**src/rtl/alu_operand_sequencer_if.sv**
```systemverilog
// Bus between the operator/ALU side and alu_operand_sequencer.
//   master : drives data_in, enter, undo (operator) and result_in, flags_in (ALU)
//   slave  : the sequencer; drives A, B, OpCode, result_q, flags_q, stage, done, op_count
interface alu_operand_sequencer_if #(
  parameter int unsigned M = 16
);
  logic [M-1:0] data_in;
  logic         enter;
  logic         undo;
  logic [M-1:0] result_in;
  logic [4:0]   flags_in;
  logic [M-1:0] A;
  logic [M-1:0] B;
  logic [1:0]   OpCode;
  logic [M-1:0] result_q;
  logic [4:0]   flags_q;
  logic [2:0]   stage;
  logic         done;
  logic [7:0]   op_count;

  modport master (
    output data_in, enter, undo, result_in, flags_in,
    input  A, B, OpCode, result_q, flags_q, stage, done, op_count
  );

  modport slave (
    input  data_in, enter, undo, result_in, flags_in,
    output A, B, OpCode, result_q, flags_q, stage, done, op_count
  );
endinterface

```
**src/rtl/alu_operand_sequencer.sv**
```systemverilog
// Operator-driven front end for a combinational ALU: collects A, B and OpCode
// from a shared data bus on enter edges, waits one cycle for the ALU to settle,
// then captures Result/Flags and pulses done.
// Ports:
//   clk     : system clock, rising edge
//   reset_n : asynchronous active-low reset
//   bus     : slave side of alu_operand_sequencer_if (buttons, data, ALU I/O,
//             registered operands, captured result, stage, done, op_count)
module alu_operand_sequencer #(
  parameter int unsigned M = 16
) (
  input  logic                    clk,
  input  logic                    reset_n,
  alu_operand_sequencer_if.slave  bus
);

  typedef enum logic [2:0] {
    S_WAIT_A  = 3'd0,
    S_WAIT_B  = 3'd1,
    S_WAIT_OP = 3'd2,
    S_CALC    = 3'd3,
    S_SHOW    = 3'd4
  } state_e;

  state_e       state_q, state_d;
  logic [M-1:0] a_q, a_d;
  logic [M-1:0] b_q, b_d;
  logic [1:0]   opcode_q, opcode_d;
  logic [M-1:0] result_q, result_d;
  logic [4:0]   flags_q, flags_d;
  logic [7:0]   op_count_q, op_count_d;
  logic         done_q, done_d;
  logic         enter_q, enter_d;
  logic         undo_q, undo_d;

  logic         enter_ev;
  logic         undo_ev;

  // Rising-edge detect; undo takes priority when both arrive together
  always_comb begin
    enter_d  = bus.enter;
    undo_d   = bus.undo;
    undo_ev  = bus.undo & ~undo_q;
    enter_ev = bus.enter & ~enter_q & ~undo_ev;
  end

  // Next-state and register-load logic
  always_comb begin
    state_d    = state_q;
    a_d        = a_q;
    b_d        = b_q;
    opcode_d   = opcode_q;
    result_d   = result_q;
    flags_d    = flags_q;
    op_count_d = op_count_q;
    done_d     = 1'b0;

    case (state_q)
      S_WAIT_A: begin
        if (enter_ev) begin
          a_d     = bus.data_in;
          state_d = S_WAIT_B;
        end
      end
      S_WAIT_B: begin
        if (undo_ev) begin
          state_d = S_WAIT_A;
        end else if (enter_ev) begin
          b_d     = bus.data_in;
          state_d = S_WAIT_OP;
        end
      end
      S_WAIT_OP: begin
        if (undo_ev) begin
          state_d = S_WAIT_B;
        end else if (enter_ev) begin
          opcode_d = bus.data_in[1:0];
          state_d  = S_CALC;
        end
      end
      // One settling cycle for the ALU, then capture
      S_CALC: begin
        result_d   = bus.result_in;
        flags_d    = bus.flags_in;
        op_count_d = op_count_q + 8'd1;
        done_d     = 1'b1;
        state_d    = S_SHOW;
      end
      S_SHOW: begin
        if (undo_ev) begin
          state_d = S_WAIT_OP;
        end else if (enter_ev) begin
          state_d = S_WAIT_A;
        end
      end
      default: state_d = S_WAIT_A;
    endcase
  end

  // State register; button history resets high so a held button is not an event
  always_ff @(posedge clk or negedge reset_n) begin
    if (!reset_n) begin
      state_q    <= S_WAIT_A;
      a_q        <= '0;
      b_q        <= '0;
      opcode_q   <= '0;
      result_q   <= '0;
      flags_q    <= '0;
      op_count_q <= '0;
      done_q     <= 1'b0;
      enter_q    <= 1'b1;
      undo_q     <= 1'b1;
    end else begin
      state_q    <= state_d;
      a_q        <= a_d;
      b_q        <= b_d;
      opcode_q   <= opcode_d;
      result_q   <= result_d;
      flags_q    <= flags_d;
      op_count_q <= op_count_d;
      done_q     <= done_d;
      enter_q    <= enter_d;
      undo_q     <= undo_d;
    end
  end

  assign bus.A        = a_q;
  assign bus.B        = b_q;
  assign bus.OpCode   = opcode_q;
  assign bus.result_q = result_q;
  assign bus.flags_q  = flags_q;
  assign bus.stage    = state_q;
  assign bus.done     = done_q;
  assign bus.op_count = op_count_q;

endmodule
```
**src/flat_wrapper.sv**
```systemverilog
// flat-port wrapper written by rule: the top's interface ports become plain ports
module alu_operand_sequencer_flat 
#(
  parameter int unsigned M = 16
)
  (clk, reset_n, bus_data_in, bus_enter, bus_undo, bus_result_in, bus_flags_in, bus_A, bus_B, bus_OpCode, bus_result_q, bus_flags_q, bus_stage, bus_done, bus_op_count);
  alu_operand_sequencer_if #(.M(M)) bus_i ();
  input  logic clk;
  input  logic reset_n;
  input wire logic [$bits(bus_i.data_in)-1:0] bus_data_in;
  input wire logic [$bits(bus_i.enter)-1:0] bus_enter;
  input wire logic [$bits(bus_i.undo)-1:0] bus_undo;
  input wire logic [$bits(bus_i.result_in)-1:0] bus_result_in;
  input wire logic [$bits(bus_i.flags_in)-1:0] bus_flags_in;
  output wire logic [$bits(bus_i.A)-1:0] bus_A;
  output wire logic [$bits(bus_i.B)-1:0] bus_B;
  output wire logic [$bits(bus_i.OpCode)-1:0] bus_OpCode;
  output wire logic [$bits(bus_i.result_q)-1:0] bus_result_q;
  output wire logic [$bits(bus_i.flags_q)-1:0] bus_flags_q;
  output wire logic [$bits(bus_i.stage)-1:0] bus_stage;
  output wire logic [$bits(bus_i.done)-1:0] bus_done;
  output wire logic [$bits(bus_i.op_count)-1:0] bus_op_count;
  assign bus_i.data_in = bus_data_in;
  assign bus_i.enter = bus_enter;
  assign bus_i.undo = bus_undo;
  assign bus_i.result_in = bus_result_in;
  assign bus_i.flags_in = bus_flags_in;
  assign bus_A = bus_i.A;
  assign bus_B = bus_i.B;
  assign bus_OpCode = bus_i.OpCode;
  assign bus_result_q = bus_i.result_q;
  assign bus_flags_q = bus_i.flags_q;
  assign bus_stage = bus_i.stage;
  assign bus_done = bus_i.done;
  assign bus_op_count = bus_i.op_count;
  alu_operand_sequencer #(.M(M)) u_core (.clk(clk), .reset_n(reset_n), .bus(bus_i));
endmodule
```
**config.mk**
```make
export PLATFORM = sky130hd
export DESIGN_NAME = alu_operand_sequencer_flat
export DESIGN_NICKNAME = d
export VERILOG_FILES = /design/src/rtl/alu_operand_sequencer_if.sv /design/src/rtl/alu_operand_sequencer.sv /design/src/flat_wrapper.sv
export SDC_FILE = /design/constraint.sdc
export NUM_CORES = 1
export LEC_CHECK = 0
export ABC_AREA = 0
export BUFFER_PORTS_ARGS = -buffer_cell sky130_fd_sc_hd__buf_2
export CAP_MARGIN = 20
export CORE_ASPECT_RATIO = 2
export CORE_UTILIZATION = 25
export CTS_CLUSTER_SIZE = 25
export DETAILED_ROUTE_END_ITERATION = 7
export PLACE_DENSITY = 0.52
export SYNTH_ARGS = -nofsm -noshare
export SYNTH_HDL_FRONTEND = slang
export SYNTH_SLANG_ARGS = --single-unit
```
**constraint.sdc**
```tcl
create_clock -name clk -period 4.6 [get_ports clk]
set_input_delay 0.92 -clock clk [delete_from_list [all_inputs] [get_ports clk]]
set_output_delay 0.92 -clock clk [all_outputs]
set_load 0.02 [all_outputs]
```
==> summary.txt, run 1 <==
Run status
  • Status: finished clean

Layout
  • Layout cells sized above 1: around half
  • Area grow syn2layout: 35.5%
  • Post-layout nets: 365
  • Antenna Cells: 0
  • Most frequent cells in the layout: buf_2 (106), nand2_1 (68), dfrtp_1 (67)
  • Leading cell type in the layout, fill and taps excluded: buf_2

STA
  • Final setup viols: 0
  • Total negative slack: 0 ps
  • Fmax: between 0.4 and 0.5 GHz
  • Measured slew at the worst slew-check pin: about 870 ps
  • Final Slew Violations: 0
  • Fin crit period: roughly 2300 ps
  • Skew final: roughly 4.6 ps
  • Worst rel slew slack: 41.7%
  • RSZ-0062 raised after global routing: false
  • Endpoints failing hold: 0
  • Post-route setup slack: roughly 2300 ps
  • Final Cycle Share: about half

GRT
  • Vias in the first global route: 1962
  • Gr usage total: a little under an eighth
  • Largest net degree at the start of global routing: 70
  • Total grt overflow: 0
  • First-pass GRT wire length: ~10000 um
  • Initial antenna violation count: 0

Power
  • Worst vdd ir: around 0.36 mV
  • Cell Pwr Density: roughly 760 nW/um^2
  • Leak: 1.99 nW

Floorplan
  • Starting Density: 25.6%
  • Area of the core: around 11000 sq um
  • Die area: about 12000 sq um
  • DIE HEIGHT: between 150 and 200 um
  • Row count: 54
  • Horiz. Die Dim: roughly 76 um
  • Number of I/O pins: about 110

Flow run
  • # Max-Cap Violations: 0

Placed design
  • Pre-CTS setup slack: 2190 ps
  • Dpl hpwl: about 4500 um
  • GPL Wtd Cong: between 0.6 and 0.7
  • Port Buffers: between 100 and 150

Min path
  • Hold path startpoint: u_core.bus.op_count[7]$_DFFE_PN0N_
  • Hold Crit Endpoint: u_core.bus.op_count[7]$_DFFE_PN0N_
  • WHS Path Cells: 1
  • Worst hold path class: flop to flop

Synthesis
  • Synthesized Nets: between 200 and 300
  • Post-synthesis sequential area ratio: 62.6%
  • Synthesized instance count: 212
  • Mapped Avg Cell Area: ~13 sq um
  • Register bit count reported by yosys: roughly 70
  • Synthesized area: 2760 sq um
  • Synth warn: 0
  • Post-synthesis cell type count: 28

Clocking
  • Worst-Skew Late Latency: around 330 ps
  • Number of CTS-inserted buffers: 9
  • CTS tree: built
  • CTS sink count: 69
  • CTS H-tree depth: 3
  • CTS Buffer Depth: 2
  • CTS Hold Bufs: 0
  • Post-CTS Setup Bufs: 0
  • Clock root cell: clkbuf_16
  • Resized cells post-CTS: 0
  • CTS clk-pin slew, worst paths: approximately 50 ps

Detailed routing
  • Vias: 1942
  • Routed len/inst: ~13 um
  • Drt first pass iters: 3
  • Antenna viol nets, final: 0
  • Detailed Route WL: roughly 6300 um
  • DR DRC count: 0
  • DRT iter0 DRCs: 37
  • DR vias/cell: ~4.1

Setup path
  • Crit end category: flop
  • Worst-case reg-to-reg path depth: 4
  • Crit-path cells: nand3b_2 > clkinv_1 > nand4_1 > xnor2_1
  • Crit Reg-Reg Endpoint: u_core.bus.op_count[6]$_DFFE_PN0N_
  • RR Startpoint: u_core.bus.stage[2]$_DFFE_PN0P_
  • CP arrival: around 2600 ps
  • CP max-delay cell: clkinv_1
  • Req. time, crit path: 4850 ps
  • Startpoint Class: flop
  • Critical path origin: u_core.bus.stage[2]$_DFFE_PN0P_
  • Crit path largest cell delay: approximately 770 ps
  • Worst Path Max Fanout: 27
  • Crit Path Class: flop to flop
  • R2r setup slk: roughly 2300 ps
-- layer usage --
metal  GRT usage [%]  vias up  part of all wire, %
met4            7.50        0                  2.6
li1                -      926                    -
met3            3.52        9                  4.6
met5               0        -                    0
met1            11.7      945                   38
met2            20.8       62                   55
-- synthesized netlist by cell type, drive strengths merged --
cell type  count  area share, %
or4b           1           0.36
and3           1           0.23
nand2b         3           0.68
nor3b          1           0.68
nand2         68            9.2
xnor2          4            1.3
clkinv         1           0.14
dfstp          2            1.9
clkbuf         2           0.27
xor2           3           0.95
a211oi         1           0.27
a41o           1           0.36
nand3b         3            1.4
ha             1           0.45
nor3           2           0.36
nor2b          1           0.23
dfrtp         67             61
nand4          3           0.68
nor2           3           0.41
o211ai         1           0.27
nand3          3            1.0
buf            5            1.4
mux2          35             17
-- worst max-delay path, delay by kind of cell, from the launching register on --
kind,cells,cell delay [ps]
flip-flops,1,460
AND/OR/NAND/NOR,2,860
buffers and inverters,1,770
XOR/XNOR,1,140
-- state kept, by name, summed over array words and instances, names as in the netlist --
name / flops
u_core.bus.op_count: 8
u_core.undo_q: 1
u_core.bus.OpCode: 2
u_core.bus.flags_q: 5
u_core.bus.done: 1
u_core.bus.stage: 3
u_core.bus.A: 16
u_core.bus.result_q: 16
u_core.bus.B: 16
u_core.enter_q: 1
-- worst max-delay path by stage --
stage / to / slack [ps] / cells past startpoint
after global placement: u_core.bus.op_count[6]$_DFFE_PN0N_ / 2290 / 4
after CTS: u_core.bus.op_count[4]$_DFFE_PN0N_ / 2180 / 4
after global routing: u_core.bus.op_count[4]$_DFFE_PN0N_ / 2010 / 4
after floorplan: u_core.bus.B[10]$_DFFE_PN0P_ / 2660 / 4
final: u_core.bus.op_count[6]$_DFFE_PN0N_ / 2280 / 4
after detailed placement: u_core.bus.op_count[4]$_DFFE_PN0N_ / 2190 / 4
-- metrics by stage --
| step | instances | hold slack [ps] | area (sq um) | utilization, % | total power, W |
|---|---|---|---|---|---|
| 2_1_floorplan | 212 | 578 | 2760 | - | 0.00177 |
| 3_3_place_gp | 452 | 457 | 3430 | 31.7 | 0.00214 |
| 3_5_place_dp | 452 | 460 | 3430 | 31.7 | 0.00216 |
| 4_1_cts | 468 | 472 | 3740 | 34.6 | 0.00290 |
| 5_1_grt | 468 | 485 | 3740 | 34.6 | 0.00302 |
| 6_report | 468 | 469 | 3740 | 34.6 | 0.00284 |
-- power by group --
group / internal [W] / switching, W
clock network: 0.000463 / 0.000249
registers: 0.000880 / 0.000163
logic: 0.000456 / 0.000634
total: 0.00180 / 0.00105
-- cell families after synthesis --
logic type | synth area share [%]
AO/OA/AOI/OAI | 0.906
XOR/XNOR | 2.22
adder cells (fa/ha/maj) | 0.453
buffers and inverters | 1.77
flip-flops | 62.6
multiplexers | 16.8
AND/OR/NAND/NOR | 15.3
-- cell type report --
| class | count | area, sq um |
|---|---|---|
| clock buffers | 13 | 270 |
| clock inverters | 3 | 42.5 |
| fillers | 1129 | 7070 |
| inverters | 1 | 3.75 |
| multi-input cells | 135 | 986 |
| flip-flops and latches | 69 | 1730 |
| well taps | 140 | 175 |
| repair buffers | 107 | 538 |
No activity file was read; power rests on OpenSTA's default activity.
==> run 2, diff against run 1 <==
--- a/config.mk
+++ b/config.mk
@@ -12,7 +12,7 @@
 export CORE_UTILIZATION = 25
 export CTS_CLUSTER_SIZE = 25
 export DETAILED_ROUTE_END_ITERATION = 7
-export PLACE_DENSITY = 0.52
+export PLACE_DENSITY = 0.53
 export SYNTH_ARGS = -nofsm -noshare
 export SYNTH_HDL_FRONTEND = slang
 export SYNTH_SLANG_ARGS = --single-unit
==> constraint.sdc (replaced) <==
create_clock -name clk -period 1.9 [get_ports clk]
set_input_delay 0.38 -clock clk [delete_from_list [all_inputs] [get_ports clk]]
set_output_delay 0.38 -clock clk [all_outputs]
set_load 0.02 [all_outputs]
==> run 2 against run 1 <==
Clock skew about the same. Maximum frequency up 34%. Via count grew 0.67%. Sequential cell count unchanged. Clock power rose to 2.6 times the previous value. Critical path depth decreased by 1. Non-clock buffer count rose by 8. Combinational power is 140% higher. Total power grew 150%. First-iteration DRC count grew 11%. Sequential share of layout area down 1.2 points. Sequential power is 150% higher.
==> summary.txt, run 2 (synthesized netlist as in run 1, its figures left out) <==
Layout
  • Layout fillers: between 1000 and 1500
  • Leading cell type in the layout, fill and taps excluded: buf_2
  • Layout cells sized above 1: about half
  • Most frequent cells in the layout: buf_2 (106), nand2_1 (68), dfrtp_1 (67)
  • Antenna Cells: 0
  • Area grow syn2layout: 39.0%
  • Final Cell Area: between 3000 and 4000 sq um
  • Post-layout nets: between 300 and 400

Clocking
  • Post-CTS Setup Bufs: 0
  • Resized cells post-CTS: 0
  • Worst-Skew Late Latency: ~330 ps
  • CTS clk-pin slew, worst paths: 50 ps
  • CTS Hold Bufs: 1
  • CTS Buffer Depth: 2
  • Number of CTS-inserted buffers: 9
  • CTS H-tree depth: 3
  • CTS sink count: 69
  • CTS tree: built
  • Clock root cell: clkbuf_16

Setup path
  • CP arrival: between 1500 and 2000 ps
  • Startpoint Class: flop
  • Crit Path Class: flop to flop
  • Crit end category: flop
  • Req. time, crit path: ~2100 ps
  • Worst Path Max Fanout: 16

Detailed routing
  • Detailed Route WL: around 6300 um
  • Drt first pass iters: 4
  • DR vias/cell: a little over 4
  • Vias: 1955
  • Antenna viol nets, final: 0
  • DRT iter0 DRCs: a little over 40
  • DR DRC count: 0
  • Routed len/inst: between 10 and 15 um

GRT
  • Total grt overflow: 0
  • Initial antenna violation count: 0
  • Vias in the first global route: approximately 2000
  • Largest net degree at the start of global routing: 33
  • Gr usage total: a little under an eighth
  • First-pass GRT wire length: ~10000 um

Min path
  • Worst hold path class: input pin to flop

Floorplan
  • Starting Density: 25.6%
  • Row count: between 50 and 60
  • Area of the core: 10800 sq um
  • Number of I/O pins: roughly 110
  • Die area: about 12000 sq um
  • Horiz. Die Dim: roughly 76 um
  • DIE HEIGHT: ~150 um

Power
  • Worst vdd ir: roughly 0.69 mV
  • Leak: between 2 and 2.5 nW
  • Cell Pwr Density: 1840 nW/um^2

STA
  • Skew final: around 4.7 ps
  • Endpoints failing hold: 0
  • Final Slew Violations: 0
  • Total negative slack: 0 ps
  • Worst Hold Slack: about 170 ps
  • Post-route setup slack: around 180 ps
  • Fin crit period: 1720 ps
  • Worst rel slew slack: between 70% and 80%
  • Measured slew at the worst slew-check pin: 403 ps
  • Final Cycle Share: between 90% and 100%
  • RSZ-0062 raised after global routing: false
  • Fmax: a little under 0.6 GHz
  • Final setup viols: 0

Placed design
  • Placed inst area: 3500 sq um
  • Dpl hpwl: 4760 um
  • Port Buffers: 107
  • Pre-CTS setup slack: 148 ps
  • GPL Wtd Cong: about 0.69

Run status
  • Status: finished clean

Flow run
  • # Max-Cap Violations: 0
## run 2: cell types whose count changed in the layout (fill, tap and decap cells not counted), sizes merged
cell,change
dlygate4sd3,+1
inv,+1
buf,+7
clkbuf,-2
bufinv,+1
## run 2: metrics by stage
stage               util, %  power [W]  instances
CTS                    35.5    0.00719        476
detailed placement     32.3    0.00529        459
floorplan                 -    0.00429        212
global route           35.5    0.00751        476
finish                 35.5    0.00705        476
global placement       32.3    0.00524        459
## run 2: layer usage
layer / share of wire [%] / track usage, %
met5: 0 / 0
met3: 5.6 / 4.00
met1: 37 / 12.2
met2: 55 / 20.9
met4: 3.0 / 7.12
## run 2: worst max-delay path, stage by stage, from the launching register on
cell	delay, ps
dfstp_2	500
nand2b_1	340
nand3_4	360
mux2_4	400
## run 2: power breakdown
| part | total, W | internal, W | switching (W) |
|---|---|---|---|
| combinational | 0.00267 | 0.00114 | 0.00153 |
| clock | 0.00183 | 0.00122 | 0.000608 |
| sequential | 0.00255 | 0.00213 | 0.000420 |
| total | 0.00705 | 0.00449 | 0.00256 |
## run 2: path summary, 6_finish.rpt
path / from / end / slack [ps] / depth (start not counted)
hold / removal: bus_undo / u_core.undo_q$_DFF_PN1_ / 170 / 1
min in group asynchronous: reset_n / u_core.bus.result_q[4]$_DFFE_PN0N_ / 470 / 2
hold reg to reg: u_core.bus.flags_q[1]$_DFFE_PN0N_ / u_core.bus.flags_q[1]$_DFFE_PN0N_ / 470 / 2
max in group asynchronous: reset_n / u_core.bus.OpCode[1]$_DFFE_PN0P_ / 880 / 3
setup reg to reg: u_core.undo_q$_DFF_PN1_ / u_core.bus.A[5]$_DFFE_PN0P_ / 180 / 3
setup / recovery: u_core.undo_q$_DFF_PN1_ / u_core.bus.A[5]$_DFFE_PN0P_ / 180 / 3
## run 2: area by class of cell
type,count,area [sq um],share of cell area (%)
tap,140,175,4.56
clock inverter,5,81.3,2.12
sequential,69,1730,45.0
inverter,1,3.75,0.0977
multi-input combinational,135,986,25.7
clock buffer,11,253,6.58
timing repair buffer,115,613,16.0
